**config.mk**
```make
export PLATFORM = sky130hd
export DESIGN_NAME = byte_cmd_serializer
export DESIGN_NICKNAME = d
export VERILOG_FILES = /design/src/rtl/byte_cmd_serializer.sv
export SDC_FILE = /design/constraint.sdc
export NUM_CORES = 1
export LEC_CHECK = 0
export BUFFER_PORTS_ARGS = -buffer_cell sky130_fd_sc_hd__buf_2
export CAP_MARGIN = 15
export CORE_UTILIZATION = 50
export CTS_CLUSTER_DIAMETER = 30
export DETAILED_ROUTE_END_ITERATION = 10
export PLACE_DENSITY = 0.69
export SLEW_MARGIN = 20
export SYNTH_ARGS = -nofsm -noshare
export SYNTH_HDL_FRONTEND = slang
export SYNTH_SLANG_ARGS = --single-unit
```
**constraint.sdc**
```tcl
create_clock -name ClkIngress -period 2.8 [get_ports ClkIngress]
set_clock_uncertainty 0.1 [all_clocks]
set_input_delay 0.28 -clock ClkIngress [delete_from_list [all_inputs] [get_ports ClkIngress]]
set_output_delay 0.28 -clock ClkIngress [all_outputs]
set_load 0.02 [all_outputs]
```
**src/rtl/byte_cmd_serializer.sv**
```systemverilog
// Host-side byte ingress command serializer.
// Buffers {WriteAddr, WriteData} commands in a small FIFO and emits each as a
// 7-byte frame (addr[23:16], addr[15:8], addr[7:0], data[31:24] .. data[7:0])
// on Data/DataValid, honouring Rdyn backpressure and an inter-frame gap.
// Ports:
//   ClkIngress      - clock, rising edge
//   ARst            - synchronous active-high reset
//   WriteAddr/WriteData/WriteDataValid - command offer
//   CmdReady        - FIFO not full (combinational)
//   Level           - FIFO occupancy (registered)
//   Data/DataValid  - serialized byte stream (registered)
//   Rdyn            - downstream busy (active-low ready)
//   Busy            - FSM active or FIFO non-empty
module byte_cmd_serializer #(
    parameter int unsigned FIFO_DEPTH = 4,
    parameter int unsigned FIFO_AW    = 2,
    parameter int unsigned GAP_CYCLES = 1
) (
    input  logic               ClkIngress,
    input  logic               ARst,
    input  logic [23:0]        WriteAddr,
    input  logic [31:0]        WriteData,
    input  logic               WriteDataValid,
    output logic               CmdReady,
    output logic [FIFO_AW:0]   Level,
    output logic [7:0]         Data,
    output logic               DataValid,
    input  logic               Rdyn,
    output logic               Busy
);

    localparam int unsigned CMD_W       = 56;
    localparam int unsigned CNT_W       = FIFO_AW + 1;
    localparam int unsigned FRAME_BYTES = 7;
    localparam int unsigned GAP_W       = (GAP_CYCLES > 1) ? $clog2(GAP_CYCLES + 1) : 1;

    typedef enum logic [1:0] {
        S_IDLE,
        S_LOAD,
        S_SEND,
        S_GAP
    } state_t;

    state_t               state;
    state_t               next_state;
    logic [CMD_W-1:0]     mem [FIFO_DEPTH];
    logic [FIFO_AW-1:0]   wr_ptr;
    logic [FIFO_AW-1:0]   rd_ptr;
    logic [CNT_W-1:0]     count;
    logic [CMD_W-1:0]     shift;
    logic [2:0]           idx;
    logic [GAP_W-1:0]     gap_cnt;
    logic                 rdyn_q;
    logic                 full;
    logic                 empty;
    logic                 push;
    logic                 pop;
    logic                 emit;

    assign full     = (count == CNT_W'(FIFO_DEPTH));
    assign empty    = (count == '0);
    assign push     = WriteDataValid & ~full;
    assign CmdReady = ~full;
    assign Level    = count;
    assign Busy     = (state != S_IDLE) | ~empty;

    // Next-state and per-cycle strobes; backpressure uses the registered Rdyn.
    always_comb begin
        next_state = state;
        pop        = 1'b0;
        emit       = 1'b0;
        case (state)
            S_IDLE: begin
                if (!empty) begin
                    next_state = S_LOAD;
                    pop        = 1'b1;
                end
            end
            S_LOAD: begin
                // Shift register was filled on entry, so the first byte can
                // leave on the edge that exits LOAD.
                next_state = S_SEND;
                emit       = ~rdyn_q;
            end
            S_SEND: begin
                if (!rdyn_q) begin
                    emit = 1'b1;
                    if (idx == 3'(FRAME_BYTES - 1)) begin
                        next_state = (GAP_CYCLES > 0) ? S_GAP : S_IDLE;
                    end
                end
            end
            S_GAP: begin
                if (gap_cnt == GAP_W'(GAP_CYCLES)) begin
                    if (!empty) begin
                        next_state = S_LOAD;
                        pop        = 1'b1;
                    end else begin
                        next_state = S_IDLE;
                    end
                end
            end
            default: next_state = S_IDLE;
        endcase
    end

    // State, FIFO bookkeeping and output byte registers.
    always_ff @(posedge ClkIngress) begin
        if (ARst) begin
            state     <= S_IDLE;
            wr_ptr    <= '0;
            rd_ptr    <= '0;
            count     <= '0;
            shift     <= '0;
            idx       <= '0;
            gap_cnt   <= '0;
            rdyn_q    <= 1'b0;
            Data      <= 8'h00;
            DataValid <= 1'b0;
        end else begin
            state     <= next_state;
            rdyn_q    <= Rdyn;
            DataValid <= emit;

            if (push) wr_ptr <= wr_ptr + FIFO_AW'(1);
            if (pop)  rd_ptr <= rd_ptr + FIFO_AW'(1);
            count <= count + CNT_W'(push) - CNT_W'(pop);

            if (pop) begin
                shift <= mem[rd_ptr];
                idx   <= '0;
            end else if (emit) begin
                shift <= {shift[CMD_W-9:0], 8'h00};
                idx   <= idx + 3'd1;
            end

            if (emit) Data <= shift[CMD_W-1:CMD_W-8];

            if (state == S_GAP && next_state == S_GAP) gap_cnt <= gap_cnt + GAP_W'(1);
            else                                       gap_cnt <= '0;
        end
    end

    // Command storage; contents need no reset since pointers gate every read.
    always_ff @(posedge ClkIngress) begin
        if (!ARst && push) mem[wr_ptr] <= {WriteAddr, WriteData};
    end

endmodule

```
==> flow_summary.json <==
{
  "dr.pass1.iters": 4,
  "rsz0062_at_grt": "no",
  "synth_ff_type": "edfxtp_1",
  "path_clk_slew_ns": 0.05,
  "arrival_ns": 2.97,
  "cp_data_required_time_ns": 3.16,
  "p_leak_nw": 5.16,
  "start_kind": "register",
  "clock_latency_ns": 0.55,
  "rows": 55,
  "finalSetupViolCount": 0,
  "synthesis.nets": 765,
  "max_freq_mhz": 384,
  "vdd_drop_max_mv": 0.706,
  "highest_layer": "met4",
  "syn_inst": 691,
  "min_path_type": "reg -> reg",
  "power.density_nw_per_um2": 1060,
  "die_w_um": 155,
  "setup_ws_ns": 0.195,
  "nNetsFinal": 928,
  "ys_warn_count": 0,
  "final_layout_size_suffix_gt1_share_pct": 28.7,
  "htree_levels": 2,
  "setup_tns_ns": 0,
  "initialDrtViolationCount": 461,
  "grt_overflow": 0,
  "timing.final.crit_period_ns": 2.60,
  "relSlewSlack_pct": 52.4,
  "viasPerCell": 5.67,
  "ys_ff_latch": 305,
  "grt_pass1_wl_mm": 38.2,
  "stdcell_count": 1214,
  "fp.coreArea_um2": 22800,
  "met2_length_mm": 12.0,
  "grt_pass1_vias": 7174,
  "wl_met3_mm": 1.37,
  "slowest_stage": "nor3b_1",
  "io_buffers": 73,
  "hold_viol": 0,
  "async_reset_ff_share_pct": 0,
  "worst_path_most_repeated_cell": "inv_1",
  "grt.total_usage_pct": 20.8,
  "critPathTopFamily": "simple AND/OR/NAND/NOR gates",
  "fin_util_pct": 66.0,
  "root_buffer": "clkbuf_16",
  "place_hpwl_mm": 13.5,
  "path_class": "reg -> reg",
  "antenna_found_initial": 0,
  "slew_viol_final": 0,
  "synth_edf_count": 224,
  "cts-buffers-inserted": 55,
  "seq_area_frac_synth_pct": 71.2,
  "critical_path_buf_inv_count": 3,
  "gp_congestion": 0.833,
  "initial_core_util_pct": 51.3,
  "cts_tree": "yes",
  "yosysTopAreaCellShare_pct": 57.4,
  "worstMarginPinSlew_ns": 0.711,
  "syn_avg_cell_area_um2": 17.0,
  "synth_cell_types": 45,
  "synth_top_cells_by_area": "edfxtp_1 57%, dfxtp_1 14%, mux4_2 11%",
  "routed_wl_mm": 24.0,
  "worstPathCellList": "nor3b_1, inv_1, nand2_1, ha_1, inv_1, ha_1, inv_1, fa_1, xor2_1, and2_1, nor3_1",
  "avgRoutedWirePerCell_um": 19.7,
  "outcome": "complete, no violations",
  "synth_top_area_cell": "edfxtp_1",
  "post-route-period-util_pct": 93.0,
  "diodes": 0,
  "num_io_pins": 74,
  "synth_area_um2": 11700,
  "cp_max_fo": 7,
  "ant_nets": 0,
  "remaining_drc_errors": 0,
  "die_h_um": 155,
  "clockBufferDepth": 3,
  "grt_max_degree": 66,
  "dpl.cell_count": 1048,
  "die_area_um2": 24100,
  "cpPeakStageDelay_ns": 0.42,
  "dpl_worst_slack_ns": 0.0873,
  "vias": 6889,
  "maxCapViolations": 0,
  "cts.sinks": 305,
  "synthToLayoutAreaGrowth_pct": 28.7,
  "endpoint_kind": "register",
  "met1_length_mm": 9.97
}
==> state kept, by name, indices dropped and copies added, names as in the netlist, 2 cells and up, named ones only <==
signal and flops:
Data 8, Level 3, idx 3, mem 224
rd_ptr 2, shift 56, state 2, wr_ptr 2
==> cell type report <==
class	instances	area, µm²
Sequential cell	305	8350
Fill cell	1545	7760
Multi-Input combinational cell	324	3140
Clock buffer	71	1520
Timing Repair Buffer	157	1220
Clock inverter	33	424
Tap cell	313	392
Inverter	11	41.3
==> repair_timing <==
action                                 CTS  global route
endpoints found under the hold margin  231             0
setup endpoints to repair                0             1
resized for setup                        0             3
buffers inserted                         0             0
hold buffers                            61             0
==> synthesized netlist by cell type, types with 2 or more instances <==
cell type and n:
edfxtp_1 224, dfxtp_1 81, mux4_2 56, nand4_1 48, nand2b_1 41, o221ai_1 31
clkbuf_1 29, nand2_1 28, a21oi_1 22, nor2_1 15, ha_1 13, buf_2 12
inv_1 11, a221o_1 9, o211ai_1 8, o311ai_0 8, and2_1 5, buf_1 5
nor3_1 5, buf_4 4, nor2b_1 4, nand3_1 3, o21ai_0 3, a311oi_1 2
nor4bb_1 2, o31ai_1 2, xor2_1 2
==> report_power, final <==
part	internal (mW)	switching, mW
registers	5.52	0.310
logic	1.37	1.97
clock network	4.63	2.15
total	11.5	4.43
==> layer usage <==
layer  GRT usage (%)  up-vias
li1                -     3146
met1            26.7     3441
met2            35.0      245
met3            3.73       57
met4            8.58        0
met5               0        -
==> cell usage in the layout (no fill, tap or decap), types with 4 or more instances in the layout <==
cell type	n
clkbuf_1	9
clkinv_2	9
mux4_2	56
nor2b_1	4
and2_2	4
dfxtp_1	78
buf_2	73
clkinv_1	5
nand2b_1	40
a21oi_1	22
nor3_1	5
dlygate4sd3_1	61
ha_1	12
inv_1	10
a221o_1	9
buf_12	5
edfxtp_1	224
clkinvlp_4	4
o221ai_1	31
bufinv_16	9
o211ai_1	8
nor2_1	14
o311ai_0	8
clkbuf_16	56
nand4_1	48
clkbuf_8	6
nand2_1	28
buf_4	17
==> through the flow <==
| stage | hold slack [ns] | cell area, µm² | power, mW |
|---|---|---|---|
| final | 0.349 | 15100 | 16.0 |
| after global routing | 0.358 | 15100 | 16.6 |
| after CTS | 0.351 | 15100 | 16.0 |
| after detailed placement | 0.345 | 12500 | 9.07 |
| after global placement | 0.340 | 12500 | 8.93 |
| after floorplan | 0.279 | 11700 | 8.13 |
==> worst paths after layout <==
path,from,endpoint,depth (start not counted),slack (ns)
setup reg to reg,Level[2],Level[2],11,0.20
setup / recovery,Level[2],Level[2],11,0.20
hold reg to reg,Data[5],Data[5],2,0.35
hold / removal,Data[5],Data[5],2,0.35
==> tightest hold or removal path: cells and delay by family, from the launching register on <==
family | cells | cell delay (ns)
AOI/OAI and AO/OA | 1 | 0.05
and+or+nand+nor | 1 | 0.05
DFF | 1 | 0.30
==> cell families (layout without fill, tap and decap cells) <==
logic type,Yosys count,in the layout,synth area share [%]
xor+xnor,3,3,0.224
mux,57,57,10.9
buf+inv,62,272,2.31
simple gates,159,159,7.64
compound gates,91,91,6.19
flops,305,305,71.2
fa+ha+maj,14,14,1.56
Note: power is estimated with default switching activity, not from simulation.
